## src/rtl/cmd_ximm_pkg.sv

```systemverilog
// rtl/cmd_ximm_pkg.sv - shared widths, depths and payload types for the cmd/ximm1 enqueue unit
package cmd_ximm_pkg;

  localparam int DEFAULT_CMD_W        = 32;
  localparam int DEFAULT_XIMM_W       = 64;
  localparam int DEFAULT_CMDQ_DEPTH   = 4;
  localparam int DEFAULT_XIMM1Q_DEPTH = 4;

  localparam int CMDQ_CNT_W   = $clog2(DEFAULT_CMDQ_DEPTH) + 1;
  localparam int XIMM1Q_CNT_W = $clog2(DEFAULT_XIMM1Q_DEPTH) + 1;

  typedef logic [DEFAULT_CMD_W-1:0]  cmd_t;
  typedef logic [DEFAULT_XIMM_W-1:0] ximm_t;

endpackage

```

## src/rtl/enq_fifo.sv

```systemverilog
// rtl/enq_fifo.sv - registered-ready FIFO; no flow-through, no full-bypass
module enq_fifo #(
  parameter int W     = 32,
  parameter int DEPTH = 4
) (
  input  logic                       clk,
  input  logic                       reset,
  input  logic                       enq_valid,
  input  logic [W-1:0]               enq_bits,
  output logic                       ready,
  output logic                       deq_valid,
  input  logic                       deq_ready,
  output logic [W-1:0]               deq_bits,
  output logic [$clog2(DEPTH):0]     count
);

  localparam int PW = $clog2(DEPTH);
  localparam logic [PW:0]   FULL     = DEPTH;
  localparam logic [PW:0]   CNT_ONE  = 1;
  localparam logic [PW-1:0] PTR_ONE  = 1;

  logic [W-1:0]  mem [DEPTH];
  logic [PW-1:0] wr_ptr;
  logic [PW-1:0] rd_ptr;
  logic          do_enq;
  logic          do_deq;

  // ready looks only at the registered count, so a same-cycle pop never frees a slot
  assign ready     = (count != FULL);
  assign deq_valid = (count != '0);
  assign deq_bits  = mem[rd_ptr];
  assign do_enq    = enq_valid & ready;
  assign do_deq    = deq_valid & deq_ready;

  always_ff @(posedge clk) begin
    if (reset) begin
      wr_ptr <= '0;
      rd_ptr <= '0;
      count  <= '0;
    end else begin
      if (do_enq) wr_ptr <= wr_ptr + PTR_ONE;
      if (do_deq) rd_ptr <= rd_ptr + PTR_ONE;
      case ({do_enq, do_deq})
        2'b10:   count <= count + CNT_ONE;
        2'b01:   count <= count - CNT_ONE;
        default: count <= count;
      endcase
    end
  end

  always_ff @(posedge clk) begin
    if (do_enq) mem[wr_ptr] <= enq_bits;
  end

endmodule

```

## src/rtl/cmd_ximm_enq_unit.sv

```systemverilog
// rtl/cmd_ximm_enq_unit.sv - atomic cmdq/ximm1q enqueue with replay; REPLAY_STATS_EN adds io_replay_count
module cmd_ximm_enq_unit
  import cmd_ximm_pkg::*;
#(
  parameter int CMD_W        = DEFAULT_CMD_W,
  parameter int XIMM_W       = DEFAULT_XIMM_W,
  parameter int CMDQ_DEPTH   = DEFAULT_CMDQ_DEPTH,
  parameter int XIMM1Q_DEPTH = DEFAULT_XIMM1Q_DEPTH
) (
  input  logic                            clk,
  input  logic                            reset,
  input  logic                            io_valid,
  input  logic                            io_sigs_enq_cmdq,
  input  logic                            io_sigs_enq_ximm1q,
  input  logic [CMD_W-1:0]                io_cmd_bits,
  input  logic [XIMM_W-1:0]               io_ximm1_bits,
  output logic                            io_replay,
  output logic                            io_fire,
  output logic                            io_cmdq_deq_valid,
  input  logic                            io_cmdq_deq_ready,
  output logic [CMD_W-1:0]                io_cmdq_deq_bits,
  output logic                            io_ximm1q_deq_valid,
  input  logic                            io_ximm1q_deq_ready,
  output logic [XIMM_W-1:0]               io_ximm1q_deq_bits,
  output logic [$clog2(CMDQ_DEPTH):0]     io_cmdq_count,
  output logic [$clog2(XIMM1Q_DEPTH):0]   io_ximm1q_count
`ifdef REPLAY_STATS_EN
  ,
  output logic [31:0]                     io_replay_count
`endif
);

  logic cmdq_ready;
  logic ximm1q_ready;

  // a replay blocks both queues, even the one that had room
  assign io_replay = ~reset & io_valid &
                     ((io_sigs_enq_cmdq & ~cmdq_ready) | (io_sigs_enq_ximm1q & ~ximm1q_ready));
  assign io_fire   = ~reset & io_valid & ~io_replay;

  enq_fifo #(.W(CMD_W), .DEPTH(CMDQ_DEPTH)) u_cmdq (
    .clk       (clk),
    .reset     (reset),
    .enq_valid (io_fire & io_sigs_enq_cmdq),
    .enq_bits  (io_cmd_bits),
    .ready     (cmdq_ready),
    .deq_valid (io_cmdq_deq_valid),
    .deq_ready (io_cmdq_deq_ready),
    .deq_bits  (io_cmdq_deq_bits),
    .count     (io_cmdq_count)
  );

  enq_fifo #(.W(XIMM_W), .DEPTH(XIMM1Q_DEPTH)) u_ximm1q (
    .clk       (clk),
    .reset     (reset),
    .enq_valid (io_fire & io_sigs_enq_ximm1q),
    .enq_bits  (io_ximm1_bits),
    .ready     (ximm1q_ready),
    .deq_valid (io_ximm1q_deq_valid),
    .deq_ready (io_ximm1q_deq_ready),
    .deq_bits  (io_ximm1q_deq_bits),
    .count     (io_ximm1q_count)
  );

`ifdef REPLAY_STATS_EN
  always_ff @(posedge clk) begin
    if (reset) begin
      io_replay_count <= '0;
    end else if (io_replay && (io_replay_count != '1)) begin
      io_replay_count <= io_replay_count + 32'd1;
    end
  end
`endif

endmodule
```

## config.mk

```make
export PLATFORM = sky130hd
export DESIGN_NAME = cmd_ximm_enq_unit
export DESIGN_NICKNAME = d
export VERILOG_FILES = /design/src/rtl/cmd_ximm_pkg.sv /design/src/rtl/enq_fifo.sv /design/src/rtl/cmd_ximm_enq_unit.sv
export SDC_FILE = /design/constraint.sdc
export NUM_CORES = 1
export LEC_CHECK = 0
export CORE_MARGIN = 8
export CORE_UTILIZATION = 51
export CTS_BUF_LIST = sky130_fd_sc_hd__clkbuf_4 sky130_fd_sc_hd__clkbuf_8
export CTS_CLUSTER_SIZE = 28
export DETAILED_ROUTE_END_ITERATION = 10
export PLACE_DENSITY = 0.78
export SLEW_MARGIN = 0
export SYNTH_ARGS = -nofsm -noshare
export SYNTH_HDL_FRONTEND = slang
export SYNTH_HIERARCHICAL = 1
export SYNTH_SLANG_ARGS = --single-unit
```

## constraint.sdc

```tcl
create_clock -name clk -period 3.3 [get_ports clk]
set_clock_uncertainty 0.1 [all_clocks]
set_input_delay 0.66 -clock clk [delete_from_list [all_inputs] [get_ports clk]]
set_output_delay 0.66 -clock clk [all_outputs]
set_load 0.03 [all_outputs]
```

Yosys cells after proc, flatten, opt, wreduce, memory -nomap -nowiden
Memory sizes are Yosys's and may differ from the RTL's. A register that Yosys moved wholly into a read port is not among the register bits. Index checks and enable logic that the tools add are counted.

Add/subtract/negate cells: 8. Eq/ne operators: 6. Multiplexer cells: 10. Bitwise gates (word level): 16. Reduce and logical (&&, ||, !) cells: 4.

Operator list (number): $pmux W3 S2 (2); $and A1 B1 Y1 (11); $add A2 B1 Y2 const B (4); $mux W2 (4); $add A3 B1 Y3 const B (2); $ne A3 B3 Y1 const B (2); $reduce_bool A3 Y1 (2); $sub A3 B1 Y3 const B (2); $eq A2 B1 Y1 const B (2); $eq A2 B2 Y1 const B (2); $mux W1 (4); $not A1 Y1 (4); $reduce_bool A2 Y1 (2); $or A1 B1 Y1 (1).

Flip-flop bits (word level): 14. Memory bits (writable): 384. Input port bits: 103. Output and inout bits: 106. Logic and storage cells: 52. Memories kept: 2.

Memories: u_ximm1q.mem (depth 4, bits a word 64, read ports 1, clocked after Yosys merged registers in 1, write ports 1, line enq_fifo.sv:22) `logic [W-1:0] mem [DEPTH];`; u_cmdq.mem (depth 4, bits a word 32, read ports 1, clocked after Yosys merged registers in 1, write ports 1, line enq_fifo.sv:22).

Longest topological paths before layout
Depth after elaboration: 11. Gate-level depth with buffers: 12. Depth with buffers taken out: 12.

Modules after synthesis
The synthesis kept the hierarchy.

Modules (own cells, without submodules): enq_fifo (u_ximm1q) (instances 1, cells each 386, area each 9786.9 um^2, sequential area each 7867.5 um^2); enq_fifo (u_cmdq) (instances 1, cells each 219, area each 5134.9 um^2, sequential area each 4023.9 um^2); cmd_ximm_enq_unit (instances 1, cells each 9, area each 73.8 um^2, sequential area each 0.0 um^2).

Worst setup path before layout
OpenSTA, ideal clock, no wires.

Path kind: register -> register. From: register u_cmdq.count[0]. To: memory u_ximm1q/mem[2][0] in the netlist's numbering (enable). Data arrival time: 2.871 ns. Path slack: -0.100 ns. Stages on the path, launching flop included: 7. Path buffers: 0. Clock period less this slack: 3.400 ns. Cells stage by stage: dfxtp_1 -> nor2_1 -> nand2_1 -> nor2b_4 -> nor3_1 -> a21boi_2 -> and2_1.

Longest elaborated chain between the ends: 11.

Ends and longest elaborated chain: start: declaration (line enq_fifo.sv:14) `output logic [$clog2(DEPTH):0] count`; start signal: assignment (line enq_fifo.sv:44) `2'b10: count <= count + CNT_ONE;`; start signal: assignment (line enq_fifo.sv:45) `2'b01: count <= count - CNT_ONE;`; start signal: assignment (line enq_fifo.sv:46) `default: count <= count;`; $ne A3 B3 Y1 (line enq_fifo.sv:29) `assign ready = (count != FULL);`; net cmdq_ready (line cmd_ximm_enq_unit.sv:33) `logic cmdq_ready;`; $not A1 Y1 (line cmd_ximm_enq_unit.sv:38) `((io_sigs_enq_cmdq & ~cmdq_ready) | (io_sigs_enq_ximm1q & ~ximm1q_ready));`; $and A1 B1 Y1 (line cmd_ximm_enq_unit.sv:38); $or A1 B1 Y1 (line cmd_ximm_enq_unit.sv:38); $and A1 B1 Y1 (line cmd_ximm_enq_unit.sv:37) `assign io_replay = ~reset & io_valid &`; $not A1 Y1 (line cmd_ximm_enq_unit.sv:39) `assign io_fire = ~reset & io_valid & ~io_replay;`; $and A1 B1 Y1 (line cmd_ximm_enq_unit.sv:39); $and A1 B1 Y1 (line cmd_ximm_enq_unit.sv:56) `.enq_valid (io_fire & io_sigs_enq_ximm1q),`; $and A1 B1 Y1 (line enq_fifo.sv:32) `assign do_enq = enq_valid & ready;`; $mux W1 (line enq_fifo.sv:52) `if (do_enq) mem[wr_ptr] <= enq_bits;`; $mux W1 (not written as such) (line enq_fifo.sv:52); end: declaration (line enq_fifo.sv:22).

The timed path passes the listed nets, and every way through them passes these cells.

==> results.tsv <==
metric	value	unit
number of global-route vias before repair	7744	
Pwr Density	664.2	nW/um2
CP Cell Sequence	buf_4 -> mux4_2 -> clkdlybuf4s50_1	
Via-to-Cell Ratio	5.343	
maxcap violations	0	
final antenna-violating net count	0	
Clk Latency, worst-skew pair	580	ps
CTS Sinks	402	
reg2reg path depth	12	
Crit path depth	3	
core area	28860	um2
leakage	6.258	nW
die area	35150	um2
final WL	29.23	mm
Final Core Density	65.77	%
family with the most delay on the worst path	buffers and inverters	
RSZ-0062 raised after global routing	false	
largest net degree at the start of global routing	33	
Syn Area/Cell	24.42	um2
Synth Warn #	6	
FF+latch count, synth	402	
top cell type by total area after synthesis	edfxtp_1	
starting density of the core	51.96	%
Vias	7111	
die height	187.5	um
worst-path maximum fanout	13	
port bufs	208	
CTS Buffer Depth	3	
num rows	62	
Tot Pwr	0.01261	W
FF-to-FF End	u_ximm1q/count[2]	
drt pass-1 iters	4	
worst-margin pin slew	457.2	ps
min Tclk post-route	3203	ps
post-synthesis async set-or-reset flop share	0	%
CTS buffer count	60	
root buf cell	clkbuf_8	
slowest CP cell	clkdlybuf4s50_1	
mux cell area share after synthesis	14.85	%
Max Transition Viols Final	0	
Rel. slew slack	69.52	%
total negative slack	0	ps
final period utilization	97.07	%
I/O pins	209	
Yosys top cell area share	76.90	%
Hold Crit Depth	2	
post-synthesis compound-gate area fraction	0.6508	%
Distinct cells, synth	30	
top cells by area, synth	edfxtp_1 (77%), mux4_2 (14%), dfxtp_1 (2.4%)	
peak supply drop	496.0	uV
CP Capture Type	output port	
Post-Synth Simple-Gate Area	1.594	%
CP bufs+invs	2	
largest family of logic cells by synthesized area	multiplexers	
first-pass GRT wire length	45.01	mm
status	finished clean	
overall global routing resource usage	16.48	%
sequential fraction of the synthesis area	79.30	%
design area	18980	um2
ys flop type	edfxtp_1	
CTS H-tree depth	2	
Post-synth EDFFs	384	
required time of the critical path	2540	ps
WP data arrival	2440	ps
Final setup viols	0	
share of cells above drive strength 1	24.84	%
critical register-to-register path startpoint	u_cmdq/count[0]	
initial antenna violation count	2	
xor/xnor share of the synthesized area	0.4673	%
CP max stage delay	620	ps
Hold Fails Final Rpt	0	
syn_nets	729	
CP startpoint kind	flip-flop	
Final #Nets	1016	
max frequency	312.2	MHz
min-delay worst type	reg -> reg	
Syn Inst Count	614	
crit path kind	reg -> out	
area post-placement	17780	um2
R2R setup slack	740	ps
area grow syn2layout	26.57	%
hold path startpoint	u_cmdq/rd_ptr[1]	
count of hold-fix buffers inserted at cts	0	
initial drt markers	427	
CTS clk-pin slew, worst paths	60	ps
count leader, synth	edfxtp_1	
CTS tree	done	
Avg WL per Cell	21.96	um
Synth Area in Adders	1.101	%
commonest cells in the netlist	edfxtp_1 (384), mux4_2 (90), dfxtp_1 (18), nor2_1 (18), inv_1 (12)	
DR DRC count	0	
synthesized area	15000	um2
post-DP HPWL	19.40	mm
Horiz. Die Dim	187.5	um
grt ovf	0	
GPL Wtd Cong	0.7173	
## cells in the final DEF (no fill, tap or decap), drive strengths merged
cell | netlist | final
mux4 | 96 | 96
clkinv | 0 | 24
dlygate4sd2 | 0 | 27
or3 | 4 | 4
clkdlybuf4s50 | 0 | 164
edfxtp | 384 | 384
o311ai | 2 | 2
a21boi | 2 | 2
nand2b | 5 | 5
xnor2 | 2 | 2
nand2 | 4 | 4
nor3 | 3 | 3
nor2b | 2 | 2
ha | 10 | 10
clkinvlp | 0 | 1
dlymetal6s2s | 0 | 15
diode | 0 | 1
xor2 | 6 | 6
inv | 12 | 13
o21ai | 2 | 2
dfxtp | 18 | 18
buf | 20 | 42
o31a | 2 | 2
fa | 2 | 2
bufinv | 0 | 2
a21oi | 4 | 4
clkbuf | 3 | 79
nor2 | 18 | 18
mux2i | 2 | 2
and2 | 8 | 8
mux2 | 2 | 2
o21ba | 1 | 1
## per-stage QoR
| step | setup WS [ps] | std cells | hold WS (ps) |
|---|---|---|---|
| final | 96.81 | 1331 | 429.6 |
| after global routing | 1.381 | 1331 | 472.5 |
| after CTS | 3.809 | 1330 | 434.6 |
| after detailed placement | 334.3 | 1219 | 415.9 |
| after global placement | 402.8 | 1219 | 396.4 |
| after floorplan | 592.3 | 614 | 382.0 |
## per-layer routing
layer	GRT usage, %	vias to the layer above	wire length, um
met5	0	-	13
met4	5.667	2	719
met3	4.978	49	2180
met2	27.08	258	14540
met1	20.68	3636	11770
li1	-	3166	-
## registers in the layout, indices dropped and copies added (netlist names), named ones only
name	count
u_cmdq/rd_ptr	2
u_cmdq/wr_ptr	2
u_ximm1q/mem	256
u_cmdq/count	3
u_ximm1q/rd_ptr	2
u_cmdq/mem	128
u_ximm1q/count	3
u_ximm1q/wr_ptr	2
## report_power, final
| group | internal (W) | switching, W | total, W |
|---|---|---|---|
| Clock | 0.00207 | 0.00177 | 0.00384 |
| Sequential | 0.00573 | 0.000113 | 0.00584 |
| Combinational | 0.00138 | 0.00154 | 0.00292 |
| Total | 0.00918 | 0.00342 | 0.0126 |
## how the worst max path moves through the flow
| stage | slack (ps) | endpoint | from |
|---|---|---|---|
| floorplan | 590 | u_ximm1q/mem[0][0] | u_cmdq/count[0] |
| global placement | 400 | u_ximm1q/count[2] | io_sigs_enq_cmdq |
| detailed placement | 330 | u_ximm1q/count[2] | io_sigs_enq_cmdq |
| CTS | 4 | io_ximm1q_deq_bits[6] | flip-flop |
| global route | 1 | io_ximm1q_deq_bits[4] | flip-flop |
| finish | 100 | io_ximm1q_deq_bits[48] | flip-flop |
## logic make-up after synthesis
logic type	after synthesis
and+or+nand+nor	44
xor gates and xnor gates	8
buffers and inverters	35
adders and majority gates	12
AOI/OAI and AO/OA	13
DFF	402
muxes	100
## layout make-up
type / count / area [um2]
flip-flops and latches: 402 / 11900
fillers: 1840 / 9878
multi-input cells: 177 / 2809
repair buffers: 248 / 2581
clock buffers: 79 / 968.4
well taps: 384 / 480.5
clock inverters: 28 / 192.7
inverters: 12 / 45.04
diodes: 1 / 2.502
## worst reg2reg max path, stage by stage (launching register included)
cell      delay [ps]
dfxtp_1          390
nor2_1           210
nand2_1          140
nor2b_4          150
nor3_1            60
a21boi_2         150
inv_1             70
ha_1             170
inv_1             60
fa_1             380
xor2_1           160
or3_1            310
a21oi_1          150
## repair_timing
| action | in CTS | in global routing |
|---|---|---|
| setup buffers | 4 | 0 |
| gates resized for setup | 27 | 15 |
| setup endpoints to repair | 52 | 15 |
No activity file was read; power rests on OpenSTA's default activity.
